[src/rtl/ct_vfdsu_norm_ctrl.sv]
// Operand normalization sequencer for the vector FP divide/sqrt unit.
// Shares one external leading-one/normalize unit between src0 and src1 over up to two cycles.
module ct_vfdsu_norm_ctrl #(
  parameter int FRAC_W = 52,
  parameter int EXP_W  = 13
) (
  input  logic              forever_cpuclk,
  input  logic              cpurst_b,
  input  logic              ctrl_norm_flush,
  input  logic              start_vld,
  output logic              start_rdy,
  input  logic [FRAC_W-1:0] src0_frac,
  input  logic [FRAC_W-1:0] src1_frac,
  input  logic [EXP_W-1:0]  src0_exp,
  input  logic [EXP_W-1:0]  src1_exp,
  input  logic              src0_denorm,
  input  logic              src1_denorm,
  output logic [FRAC_W-1:0] ff1_frac_num,
  input  logic [FRAC_W-1:0] ff1_shift_num,
  input  logic [EXP_W-1:0]  ff1_bin_val,
  output logic              norm_vld,
  input  logic              norm_rdy,
  output logic [FRAC_W-1:0] norm_src0_frac,
  output logic [FRAC_W-1:0] norm_src1_frac,
  output logic [EXP_W-1:0]  norm_src0_exp,
  output logic [EXP_W-1:0]  norm_src1_exp,
  output logic              norm_src0_zero,
  output logic              norm_src1_zero,
  output logic              busy
);

  typedef enum logic [1:0] {IDLE, NORM0, NORM1, DONE} state_t;

  // Bin value the normalizer reports for an all-zero fraction (-52).
  localparam logic [EXP_W-1:0] ZERO_BIN = 13'h1fcc;

  state_t state, state_nxt;

  logic [FRAC_W-1:0] s0_frac, s1_frac;
  logic [EXP_W-1:0]  s0_exp, s1_exp;
  logic              s0_den, s1_den;
  logic              s0_zero, s1_zero;
  logic              accept;

  // Handshakes: a transfer happens on a clock edge where valid and ready are both high
  // (and no flush); valid holds its payload stable until then.
  assign start_rdy = (state == IDLE);
  assign accept    = start_vld & start_rdy & ~ctrl_norm_flush;
  assign norm_vld  = (state == DONE);
  assign busy      = (state != IDLE);

  always_ff @(posedge forever_cpuclk) begin
    if (!cpurst_b) state <= IDLE;
    else           state <= state_nxt;
  end

  always_comb begin
    state_nxt    = state;
    ff1_frac_num = '0;
    case (state)
      IDLE: begin
        if (accept) begin
          if (src0_denorm)      state_nxt = NORM0;
          else if (src1_denorm) state_nxt = NORM1;
          else                  state_nxt = DONE;
        end
      end
      NORM0: begin
        ff1_frac_num = s0_frac;
        state_nxt    = s1_den ? NORM1 : DONE;
      end
      NORM1: begin
        ff1_frac_num = s1_frac;
        state_nxt    = DONE;
      end
      DONE: begin
        if (norm_rdy) state_nxt = IDLE;
      end
      default: state_nxt = IDLE;
    endcase
    // Flush outranks everything, including a coincident accept or DONE handshake.
    if (ctrl_norm_flush) state_nxt = IDLE;
  end

  always_ff @(posedge forever_cpuclk) begin
    if (!cpurst_b) begin
      s0_frac <= '0;
      s1_frac <= '0;
      s0_exp  <= '0;
      s1_exp  <= '0;
      s0_den  <= 1'b0;
      s1_den  <= 1'b0;
      s0_zero <= 1'b0;
      s1_zero <= 1'b0;
    end else if (accept) begin
      s0_frac <= src0_frac;
      s1_frac <= src1_frac;
      s0_exp  <= src0_exp;
      s1_exp  <= src1_exp;
      s0_den  <= src0_denorm;
      s1_den  <= src1_denorm;
      s0_zero <= 1'b0;
      s1_zero <= 1'b0;
    end else if (!ctrl_norm_flush) begin
      // Exponent adjust wraps modulo 2^EXP_W; underflow is handled downstream.
      if (state == NORM0) begin
        s0_frac <= ff1_shift_num;
        s0_exp  <= s0_exp + ff1_bin_val;
        s0_zero <= (ff1_bin_val == ZERO_BIN);
      end else if (state == NORM1) begin
        s1_frac <= ff1_shift_num;
        s1_exp  <= s1_exp + ff1_bin_val;
        s1_zero <= (ff1_bin_val == ZERO_BIN);
      end
    end
  end

  assign norm_src0_frac = s0_frac;
  assign norm_src1_frac = s1_frac;
  assign norm_src0_exp  = s0_exp;
  assign norm_src1_exp  = s1_exp;
  assign norm_src0_zero = s0_zero;
  assign norm_src1_zero = s1_zero;

endmodule

[config.mk]
export PLATFORM = sky130hd
export DESIGN_NAME = ct_vfdsu_norm_ctrl
export DESIGN_NICKNAME = d
export VERILOG_FILES = /design/src/rtl/ct_vfdsu_norm_ctrl.sv
export SDC_FILE = /design/constraint.sdc
export NUM_CORES = 1
export LEC_CHECK = 0
export CORE_MARGIN = 5
export CORE_UTILIZATION = 35
export CTS_CLUSTER_SIZE = 20
export DETAILED_ROUTE_END_ITERATION = 6
export PLACE_DENSITY_LB_ADDON = 0.3
export SYNTH_ARGS = -nofsm -noshare
export SYNTH_HDL_FRONTEND = slang
export SYNTH_SLANG_ARGS = --single-unit
export TNS_END_PERCENT = 50
[constraint.sdc]
create_clock -name forever_cpuclk -period 2.5 [get_ports forever_cpuclk]
set_input_delay 0.25 -clock forever_cpuclk [delete_from_list [all_inputs] [get_ports forever_cpuclk]]
set_output_delay 0.25 -clock forever_cpuclk [all_outputs]
set_load 0.01 [all_outputs]
# After elaboration in Yosys (flattened, before gate mapping)
# Index checks and enable logic that the tools add are counted.
[totals]
ff_bits = 135
input_bits = 202
word_cells = 55
[op_classes]
add_sub_neg = 2
n_eq_ne = 8
muxes = 21
bitwise_logic = 5
reduce_logical = 11
[op_table]
columns = ["op", "count"]
rows = [
  ["52-bit 2-to-1 mux", 7],
  ["52-bit one-hot mux with 2 select lines", 1],
  ["13-bit 2-to-1 mux", 7],
  ["13-bit adder", 2],
  ["13-bit equality test (second input constant)", 1],
  ["2-bit one-hot mux with 4 select lines", 1],
  ["2-bit 2-to-1 mux", 3],
  ["2-bit by 1-bit inequality test with 1-bit output (second input constant)", 3],
  ["2-bit AND reduction", 3],
  ["3-bit AND reduction", 2],
  ["2-bit nonzero test", 3],
  ["2-bit equality test (second input constant)", 2],
  ["2-bit OR reduction", 2],
  ["1-bit inverter", 3],
  ["1-bit AND", 2],
  ["2-bit by 1-bit equality test with 1-bit output (second input constant)", 1],
  ["2-bit logical NOT", 1],
  ["1-bit 2-to-1 mux", 2],
  ["2-bit inequality test (second input constant)", 1],
]

# Longest topological paths before layout
# Gate-level depths: netlist of the first run.
[depth]
depth_word = 5
mapped_depth = 12
depth_no_buf = 8

# Worst setup path before layout of the first run
# Ideal clock, no wire load.
[synth_path]
path_type = "register to register"
startpoint = "register s1_exp[0] (netlist: norm_src1_exp[0])"
endpoint = "register s1_exp[12] (netlist: norm_src1_exp[12])"
setup_time_ps = 103
t_arrival_ps = 2218
required_ps = 2397
slack_ps = 179
path_stages_with_launch = 9
cell_sequence = "dfxtp_1 -> ha_1 -> fa_1 -> a211oi_2 -> o21ai_1 -> a2111oi_2 -> nor3_1 -> a21boi_1 -> a2111oi_2"
[synth_between]
elab_chain_len = 5
[synth_lines]
columns = ["item", "line", "source"]
rows = [
  ["start: declaration", "40", "logic [EXP_W-1:0] s0_exp, s1_exp;"],
  ["start signal: assignment", "99", "s1_exp <= src1_exp;"],
  ["start signal: assignment", "112", "s1_exp <= s1_exp + ff1_bin_val;"],
  ["13-bit adder", "112", ""],
  ["13-bit 2-to-1 mux", "110", "end else if (state == NORM1) begin"],
  ["13-bit 2-to-1 mux", "106", "if (state == NORM0) begin"],
  ["13-bit 2-to-1 mux", "104", "end else if (!ctrl_norm_flush) begin"],
  ["13-bit 2-to-1 mux", "95", "end else if (accept) begin"],
]
# Every way passes these cells. The select of a mux whose other input is x is not followed.
# A chain may end at the register's enable or synchronous reset.

# Worst setup path after layout of the first run
[layout_path]
startpoint = "register state[1]"
endpoint = "output port ff1_frac_num[44]"
[layout_between]
elab_chain_len = 2
word_cells_on_any_way = 3
[layout_lines]
columns = ["item", "line", "source"]
rows = [
  ["start: declaration", "37", "state_t state, state_nxt;"],
  ["start signal: assignment", "54", "else state <= state_nxt;"],
  ["2-bit equality test or 2-bit by 1-bit equality test with 1-bit output (tied branches)", "60", "case (state)"],
  ["52-bit one-hot mux with 2 select lines (*)", "60", ""],
  ["end: declaration", "18", "output logic [FRAC_W-1:0] ff1_frac_num,"],
]
# Mark *: on every way between the ends. The rest lies on a longest branch, timed or not.

==> results of run 1 <==
worst paths after layout:
path	to	cells after the start	slack, ns
setup / recovery	ff1_frac_num[44]	5	0.05
hold / removal	norm_src0_exp[2]$_SDFFE_PN0P_	3	0.39
setup reg to reg	norm_src1_exp[12]$_SDFFE_PN0P_	8	0.12
hold reg to reg	norm_src0_zero$_SDFFE_PP0P_	2	0.46
layer usage:
layer,vias to the layer above,part of all wire [%],GRT usage (%),routed length [um]
met5,-,0.037,0,13
met4,2,3.2,9.655,1123
met3,63,6.8,5.876,2386
met2,416,49,44.65,17180
met1,4487,41,32.01,14610
li1,4497,-,-,-
area by class of cell:
| class | count | area, um^2 |
|---|---|---|
| sequential | 135 | 2705 |
| timing repair buffer | 442 | 4526 |
| multi-input combinational | 802 | 4768 |
| clock buffer | 18 | 429.2 |
| clock inverter | 14 | 126.4 |
| antenna | 6 | 15.01 |
| fill | 1987 | 8925 |
| tap | 280 | 350.3 |
| inverter | 11 | 46.29 |
report_power, final:
part | switching [mW] | internal, mW | leakage (nW) | total, mW
logic | 0.950 | 1.08 | 3.47 | 2.03
clock network | 1.05 | 1.37 | 0.259 | 2.42
registers | 0.172 | 2.35 | 1.11 | 2.52
cells in the final DEF (no fill, tap or decap), types with 18 or more instances in the layout:
master / Yosys / routed
clkdlybuf4s50_1: 0 / 377
nand2_1: 252 / 250
dfxtp_1: 135 / 133
nor2_1: 130 / 130
a311oi_1: 111 / 111
a22oi_1: 54 / 54
nor2b_1: 53 / 50
buf_4: 2 / 39
a21oi_1: 32 / 32
ha_1: 29 / 26
clkbuf_16: 0 / 18
what timing repair did:
item / in CTS / in global routing
pin swaps: 0 / 3
resized for setup: 14 / 13
endpoints found under the setup margin: 38 / 24
cloned: 3 / 1
stage by stage:
stage	worst slack [ns]	hold WS, ns	area [um^2]
final	0.04960	0.3856	12970
after global routing	-0.06043	0.3948	12960
after CTS	0.0008242	0.3779	12890
after detailed placement	-0.3286	0.4460	12200
after global placement	-0.3000	0.4422	12200
after floorplan	0.1790	0.3293	7807
cell usage after synthesis, types with 11 or more instances:
cell type	n	area share, %
nand2_1	252	12
dfxtp_1	135	35
nor2_1	130	6.3
a311oi_1	111	12
clkbuf_1	56	2.7
a22oi_1	54	5.2
nor2b_1	53	4.2
a21oi_1	32	2.1
ha_1	29	4.6
buf_1	17	0.82
o21ai_0	16	1.0
a21o_1	11	1.1
buf_2	11	0.71
nand3_1	11	0.71
state kept, by name, summed over array words and instances (netlist names):
| signal | cells |
|---|---|
| norm_src0_frac | 52 |
| norm_src1_frac | 52 |
| norm_src0_exp | 13 |
| norm_src1_exp | 13 |
| state | 2 |
| norm_src0_zero | 1 |
| norm_src1_zero | 1 |
| s1_den | 1 |
tightest hold or removal path, cell delays in order:
cell,delay [ns]
clkdlybuf4s50_1,0.39
nand2_1,0.06
a21oi_1,0.06
cell families after synthesis:
kind of cell             Yosys count  share of synthesized area, %
flip-flops                       135                         34.62
AO/OA/AOI/OAI                    272                         26.80
buffers and inverters             99                         5.240
XOR/XNOR                          14                         1.570
AND/OR/NAND/NOR                  483                         26.35
multiplexers                       2                        0.2724
adder cells (fa/ha/maj)           31                         5.160
==> run summary, run 1 <==
Outcome -> finished clean
Routed len/inst -> 20.67 um
Yosys reg bits -> 135
Die Y -> 159.4 um
Netlist Area Pre-Place -> 7807 um^2
Mean post-synth cell area -> 7.536 um^2
Post-CTS Hold Buffers -> 0
Clk Latency, worst-skew pair -> 0.42 ns
Number of synthesized flops with an enable pin -> 0
Min-Delay Path Class -> primary input to register
Synth warnings -> 0
Gr ovfl total -> 0
Setup Skew -> 0.008553 ns
Slowest stage cell, crit path -> clkdlybuf4s50_1
Syn Nets -> 1269
Setup total negative slack -> 0 ns
Non-Filler Instances -> 1708
Clk buf depth -> 2
Vias in the first global route -> 9229
Post-Synthesis Cells -> 1036
Routability congestion estimate -> 0.8932
Cell family with most CP delay -> buffers and inverters
Sequential-to-total area share from yosys stat -> 34.62%
Vias per inst -> 5.542
Post-CTS setup buffer count -> 0
ANT nets after route -> 0
GRT Util Overall -> 26.07%
Max Fanout on Critical Path -> 14
Worst Setup SP -> state[1]$_SDFFE_PP0P_
Worst path cell trace -> inv_2 -> ha_4 -> buf_12 -> nor2b_1 -> clkdlybuf4s50_1
Setup crit start kind -> register
Async S/R FF share, synth -> 0%
Synth-to-Final Area Change -> 66.07%
Die Footprint -> 25390 um^2
Rel. slew slack -> 54.56%
Worst Path Required -> 2.25 ns
H-tree depth -> 4
Cells after DPL -> 1666
Initial antenna violation count -> 7
Hold path start -> src0_exp[2]
DR DRC count -> 0
Fin. max-slew vios -> 0
Initial Utilization -> 35.67%
IO Port Bufs -> 388
Number of hold violations in the final report -> 0
WP buf/inv -> 3
Io pins -> 389
Clock transition at the registers of the reported paths -> 0.07 ns
Final setup fails -> 0
Critical Path End Type -> output port
Fraction of layout cells with a size suffix above 1 -> 7.806%
DRT iter0 DRCs -> 711
Peak supply drop -> 0.0004075 V
Max Fclk -> 408.1 MHz
Core box area -> 21890 um^2
Slowest Stage Delay on Critical Path -> 0.57 ns
Fin util -> 59.23%
CP Class -> register to output port
Routed WL -> 35.31 mm
Worst EP arrival -> 2.20 ns
Power density cells -> 537.7 nW/um^2
Leakage Power -> 4.844 nW
# Max-Cap Violations -> 0
Worst Tran Pin Value -> 0.6816 ns
Total chip power -> 6.972 mW
Largest net degree at the start of global routing -> 125
RSZ-0062 raised after global routing -> yes
Most common flop cell mapped by yosys -> dfxtp_1
TritonCTS Sinks -> 135
FF-to-FF Start -> norm_src1_exp[0]$_SDFFE_PN0P_
Routed via count -> 9465
Cell row count -> 54
Post-DP HPWL -> 24.65 mm
Fin nets -> 1642
Die extent in x -> 159.4 um
CTS root buf -> clkbuf_16
Final min period -> 2.450 ns
First-pass DRT Iterations -> 5
Cell variety after synth -> 55
Crit share post-route -> 98.02%
TritonCTS Buffers -> 17
CTS tree -> built
First-pass GRT wire length -> 53.29 mm
No activity file was read; power rests on OpenSTA's default activity.
==> inputs of run 2 (changes only) <==
Settings changed: CORE_AREA from default to 5 5 147 149, CORE_MARGIN 5 to default, CORE_UTILIZATION 35 to default, DIE_AREA from default to 0 0 152 154, DONT_BUFFER_PORTS from default to 1.
Clock period 2.5 ns to 2.3 ns, I/O delays scaled along.
==> run 2 against run 1 <==
Effect of this change: clock skew rose by 0.0079 ns; register-to-register slack got worse by 0.05 ns; sequential power rose by 14%; final cell count is 14% lower; core utilization decreased by 6.2 points; routed wire length is 11% lower; critical path type is now register to register; non-clock buffer count is 226 lower.
==> run summary, run 2 (synthesized netlist as in run 1, its figures left out) <==
Outcome -> finished clean
First-pass DRT Iterations -> 5 (unchanged)
IO Port Bufs -> 0 (-100%)
Gr ovfl total -> 0 (unchanged)
Pre-CTS setup slack -> -0.07516 ns (+0.2534 ns)
Sequential cell area -> 2705 um^2 (unchanged)
Leakage Power -> 3.885 nW (-20%)
Vias per inst -> 5.900 (+6.5%)
DRT iter0 DRCs -> 613 (-14%)
Largest net degree at the start of global routing -> 67 (-46%)
Commonest non-fill, non-tap cell in the layout -> nand2_1
WP buf/inv -> 0 (-3)
Max Fclk -> 448.9 MHz
Core box area -> 20040 um^2 (-8.5%)
R2r setup slk -> 0.07 ns (-0.05 ns)
Io pins -> 389 (unchanged)
Die extent in x -> 152 um (-4.6%)
CTS root buf -> clkbuf_16
TritonCTS Sinks -> 135 (unchanged)
Worst Path Required -> 2.61 ns (+0.36 ns)
Die Y -> 154 um (-3.4%)
Critical Path End Type -> register
CTS tree -> built
Worst EP arrival -> 2.53 ns (+0.33 ns)
Clk Latency, worst-skew pair -> 0.42 ns (about the same)
Cells on worst reg2reg path -> 8 (unchanged)
Vias in the first global route -> 8404 (-8.9%)
Reg2reg end -> norm_src1_exp[12]$_SDFFE_PN0P_
Levels on crit path -> 8 (+3)
Slowest Stage Delay on Critical Path -> 0.42 ns (-0.15 ns)
Slowest stage cell, crit path -> fa_2
First-pass GRT wire length -> 48.14 mm (-9.7%)
H-tree depth -> 4 (unchanged)
Worst Tran Pin Value -> 0.7824 ns (+0.1008 ns)
Peak supply drop -> 0.0005180 V (+27%)
WHS Endpoint -> norm_src0_frac[25]$_SDFFE_PN0P_
Cell family with most CP delay -> compound AO/OA/AOI/OAI gates
Routed len/inst -> 21.32 um (+3.1%)
Fillers -> 1854 (-6.7%)
Worst path cell trace -> ha_2 -> fa_2 -> a211oi_4 -> o21ai_2 -> a2111oi_2 -> nor3_1 -> a21boi_1 -> a2111oi_2
Final setup fails -> 0 (unchanged)
Setup crit start kind -> register
Fin util -> 53.00% (-6.2 points)
Crit share post-route -> 96.85%
Synth-to-Final Area Change -> 36.04%
Post-DP HPWL -> 21.12 mm (-14%)
Max Fanout on Critical Path -> 2 (-12)
Fin nets -> 1416 (-14%)
CP Class -> register to register
Non-Filler Instances -> 1467 (-14%)
DR DRC count -> 0 (unchanged)
Die Footprint -> 23410 um^2 (-7.8%)
Initial antenna violation count -> 3 (-4)
RSZ-0062 raised after global routing -> yes
Routability congestion estimate -> 0.9100 (+1.9%)
Initial Utilization -> 38.96% (+3.3 points)
Area of the multi-input gates -> 4763 um^2 (-0.10%)
Fin. max-slew vios -> 0 (unchanged)
Cells after DPL -> 1263 (-24%)
# Max-Cap Violations -> 0 (unchanged)
Most common cell on crit path -> a2111oi_2
Min-Delay Path Class -> primary input to register
Setup Skew -> 0.01649 ns (+0.007939 ns)
FF-to-FF Start -> norm_src1_exp[0]$_SDFFE_PN0P_
Most frequent cells in the layout -> 250 x nand2_1, 169 x dlygate4sd3_1, 133 x dfxtp_1
Power density cells -> 660.5 nW/um^2 (+23%)
Final min period -> 2.228 ns
Number of hold violations in the final report -> 0 (unchanged)
ANT nets after route -> 0 (unchanged)
Routed WL -> 31.27 mm (-11%)
Clock transition at the registers of the reported paths -> 0.07 ns (about the same)
Hold path start -> src0_frac[25]
GRT Util Overall -> 25.04% (-1.0 points)
Hold Path Stages -> 2 (-1)
Routed via count -> 8655 (-8.6%)
Fraction of layout cells with a size suffix above 1 -> 9.038% (+1.2 points)
Setup WS post-layout -> 0.07240 ns (+0.02280 ns)
Rel. slew slack -> 47.84% (-6.7 points)
Cell row count -> 52 (-3.7%)
TritonCTS Buffers -> 17 (unchanged)
Clk buf depth -> 2 (unchanged)
==> run 2: changes by cell type in the layout (fill, tap and decap cells not counted), sizes merged <==
cell / before / now
dlymetal6s2s: 9 / 0
clkinvlp: 5 / 2
dlygate4sd3: 0 / 169
clkdlybuf4s50: 377 / 0
bufbuf: 2 / 0
diode: 6 / 2
inv: 14 / 15
buf: 51 / 46
clkinv: 5 / 6
dlygate4sd2: 2 / 0
==> run 2: power breakdown <==
part,total (mW),leakage (nW),internal [mW],switching (mW)
Combinational,1.51,2.50,0.705,0.801
Sequential,2.87,1.11,2.55,0.323
Clock,2.64,0.273,1.52,1.11
Total,7.02,3.88,4.78,2.24
==> run 2: layer usage <==
metal	global-route usage, %	up-vias	part of all wire [%]
li1	-	4028	-
met1	30.12	4084	40
met2	41.53	453	48
met3	7.926	88	8.3
met4	10.32	2	3.7
met5	0	-	0.042
==> run 2: worst max path at each step <==
stage / from / end
after detailed placement: norm_src1_exp[0]$_SDFFE_PN0P_ / norm_src1_exp[12]$_SDFFE_PN0P_
after global placement: norm_src1_exp[0]$_SDFFE_PN0P_ / norm_src1_exp[12]$_SDFFE_PN0P_
final: norm_src1_exp[0]$_SDFFE_PN0P_ / norm_src1_exp[12]$_SDFFE_PN0P_
after floorplan: norm_src1_exp[0]$_SDFFE_PN0P_ / norm_src1_exp[12]$_SDFFE_PN0P_
after CTS: state[0]$_SDFFE_PP0P_ / ff1_frac_num[15]
after global routing: norm_src1_exp[0]$_SDFFE_PN0P_ / norm_src1_exp[12]$_SDFFE_PN0P_
==> run 2: metrics by stage <==
step / total power, mW / hold slack, ns / instance area [um^2] / setup TNS (ns)
4_1_cts: 7.033 / 0.0007769 / 10550 / 0
6_report: 7.015 / 0.01588 / 10620 / 0
5_1_grt: 7.349 / 0.01440 / 10620 / -0.04932
3_3_place_gp: 4.091 / 0.3135 / 8277 / -0.04772
2_1_floorplan: 3.736 / 0.3093 / 7810 / 0
3_5_place_dp: 4.108 / 0.3133 / 8277 / -0.07516
==> run 2: timing repair <==
action | CTS | global route
gates resized for setup | 2 | 15
buffers inserted | 1 | 0
gates cloned | 0 | 1
hold endpoints to repair | 128 | 0
pin swaps | 3 | 7
setup endpoints to repair | 1 | 69
hold buffers | 169 | 0
==> run 2: final cells by class <==
class	instances	area share, %
multi-input cells	802	44.85
diodes	2	0.04712
flip-flops and latches	135	25.47
clock buffers	18	4.135
clock inverters	13	1.143
repair buffers	216	20.77
well taps	270	3.181
inverters	11	0.4123
==> inputs of run 3 (changes only) <==
Settings changed: RECOVER_POWER from default to 100.
==> run 3 against run 2 <==
Effect of this change: clock-buffer cell count unchanged; register-to-register slack about the same; sequential power about the same; clock power about the same; via count unchanged; cell area about the same; non-clock buffer count unchanged; first-iteration DRC count unchanged; final cell count unchanged; critical endpoint unchanged; largest cell class unchanged.
==> run summary, run 3 (synthesized netlist as in run 1, its figures left out) <==
CTS tree -> built
Most frequent cells in the layout -> 250 x nand2_1, 169 x dlygate4sd3_1, 135 x dfxtp_1
Sw Ratio -> 31.91% (about the same)
Max Fanout on Critical Path -> 2 (unchanged)
Max Fclk -> 448.9 MHz (unchanged)
Final setup fails -> 0 (unchanged)
Worst hold slack -> 0.01588 ns (unchanged)
Critical Path End Type -> register
Worst Path Required -> 2.61 ns (about the same)
IO Port Bufs -> 0 (unchanged)
First-pass DRT Iterations -> 5 (unchanged)
Final min period -> 2.228 ns (unchanged)
Fraction of layout cells with a size suffix above 1 -> 8.870% (-0.17 points)
ANT nets after route -> 0 (unchanged)
Setup crit start kind -> register
Clock power frac -> 37.6% (about the same)
Net switching power -> 2.238 mW (unchanged)
CP Class -> register to register
Routed len/inst -> 21.32 um (unchanged)
Die Y -> 154 um (unchanged)
Setup total negative slack -> 0 ns (unchanged)
Combinational group share of total power -> 21.5% (about the same)
Total chip power -> 7.015 mW (about the same)
# Max-Cap Violations -> 0 (unchanged)
Setup Skew -> 0.01649 ns (unchanged)
Pre-CTS setup slack -> -0.07516 ns (unchanged)
RSZ-0062 raised after global routing -> yes
Min-Delay Path Class -> primary input to register
CTS root buf -> clkbuf_16
Outcome -> finished clean
Number of hold violations in the final report -> 0 (unchanged)
Worst EP arrival -> 2.53 ns (about the same)
Max layer used -> met5
DR DRC count -> 0 (unchanged)
Routed met1 length -> 12.46 mm (unchanged)
TritonCTS Sinks -> 135 (unchanged)
Vias in the first global route -> 8404 (unchanged)
Register share of total power -> 40.9% (about the same)
Post-DP HPWL -> 21.12 mm (unchanged)
Routed via count -> 8655 (unchanged)
Die extent in x -> 152 um (unchanged)
TritonCTS Buffers -> 17 (unchanged)
Initial antenna violation count -> 3 (unchanged)
Synth-to-Final Area Change -> 36.01% (about the same)
Met2 wire length -> 15.05 mm (unchanged)
Routability congestion estimate -> 0.9100 (unchanged)
Cell row count -> 52 (unchanged)
Core box area -> 20040 um^2 (unchanged)
Die Footprint -> 23410 um^2 (unchanged)
Initial Utilization -> 38.96% (unchanged)
Fin. max-slew vios -> 0 (unchanged)
Clock transition at the registers of the reported paths -> 0.07 ns (about the same)
DRT iter0 DRCs -> 613 (unchanged)
Rel. slew slack -> 47.84% (unchanged)
Largest net degree at the start of global routing -> 67 (unchanged)
Clk buf depth -> 2 (unchanged)
Commonest non-fill, non-tap cell in the layout -> nand2_1
Clk Latency, worst-skew pair -> 0.42 ns (about the same)
H-tree depth -> 4 (unchanged)
Leakage Power -> 3.884 nW (about the same)
Pint -> 4.776 mW (about the same)
Crit share post-route -> 96.85% (unchanged)
Routed WL -> 31.27 mm (unchanged)
R2r setup slk -> 0.07 ns (about the same)
Power density cells -> 660.6 nW/um^2 (about the same)
Fin util -> 52.99% (about the same)
Gr ovfl total -> 0 (unchanged)
Setup WS post-layout -> 0.07240 ns (unchanged)
Io pins -> 389 (unchanged)
Fin nets -> 1416 (unchanged)
Vias per inst -> 5.900 (unchanged)
Peak supply drop -> 0.0005180 V (unchanged)
DR WL met3 -> 2.590 mm (unchanged)
First-pass GRT wire length -> 48.14 mm (unchanged)
GRT Util Overall -> 25.04% (unchanged)
Worst Tran Pin Value -> 0.7824 ns (unchanged)
run 3: cell counts in the layout (fill, tap and decap cells not counted):
Identical to the previous run, type by type.
run 3: cell type report:
class / instances / area [um^2]
multi-input cells: 802 / 4763
well taps: 270 / 337.8
flip-flops and latches: 135 / 2703
clock inverters: 13 / 121.4
fillers: 1856 / 9420
inverters: 11 / 43.79
repair buffers: 216 / 2206
diodes: 2 / 5.005
clock buffers: 18 / 439.2
run 3: metal layers:
| layer | up-vias | GRT usage, % |
|---|---|---|
| li1 | 4028 | - |
| met1 | 4084 | 30.12 |
| met2 | 453 | 41.53 |
| met3 | 88 | 7.926 |
| met4 | 2 | 10.32 |
| met5 | - | 0 |
run 3: critical path, cell delays in order (launching register included):
cell,delay [ns]
dfxtp_1,0.31
ha_2,0.19
fa_2,0.42
a211oi_4,0.28
o21ai_2,0.10
a2111oi_2,0.37
nor3_1,0.12
a21boi_1,0.15
a2111oi_2,0.19
run 3: metrics by stage:
step           std cells  cell area, um^2
2_1_floorplan       1036             7810
3_3_place_gp        1263             8277
4_1_cts             1464            10550
5_1_grt             1467            10620
6_report            1467            10620
3_5_place_dp        1263             8277
run 3: timing repair:
action	4_1_cts	5_1_grt
gates cloned	0	1
hold buffers	169	0
gates resized for setup	2	15
pin swaps	3	7
endpoints found under the hold margin	128	0
setup buffers	1	0
endpoints found under the setup margin	1	69
run 3: worst paths after layout:
path | from | to | cells past startpoint
max | norm_src1_exp[0]$_SDFFE_PN0P_ | norm_src1_exp[12]$_SDFFE_PN0P_ | 8
min | src0_frac[25] | norm_src0_frac[25]$_SDFFE_PN0P_ | 2
max reg2reg | norm_src1_exp[0]$_SDFFE_PN0P_ | norm_src1_exp[12]$_SDFFE_PN0P_ | 8
min reg2reg | s1_den$_SDFFE_PN0P_ | s1_den$_SDFFE_PN0P_ | 2
run 3: power by group through the flow:
stage	Clock (mW)	Sequential, mW	Combinational [mW]
after floorplan	0	2.83	0.903
after global routing	2.79	2.89	1.66
after detailed placement	0	2.92	1.19
after global placement	0	2.91	1.18
after CTS	2.70	2.86	1.47
final	2.64	2.87	1.51
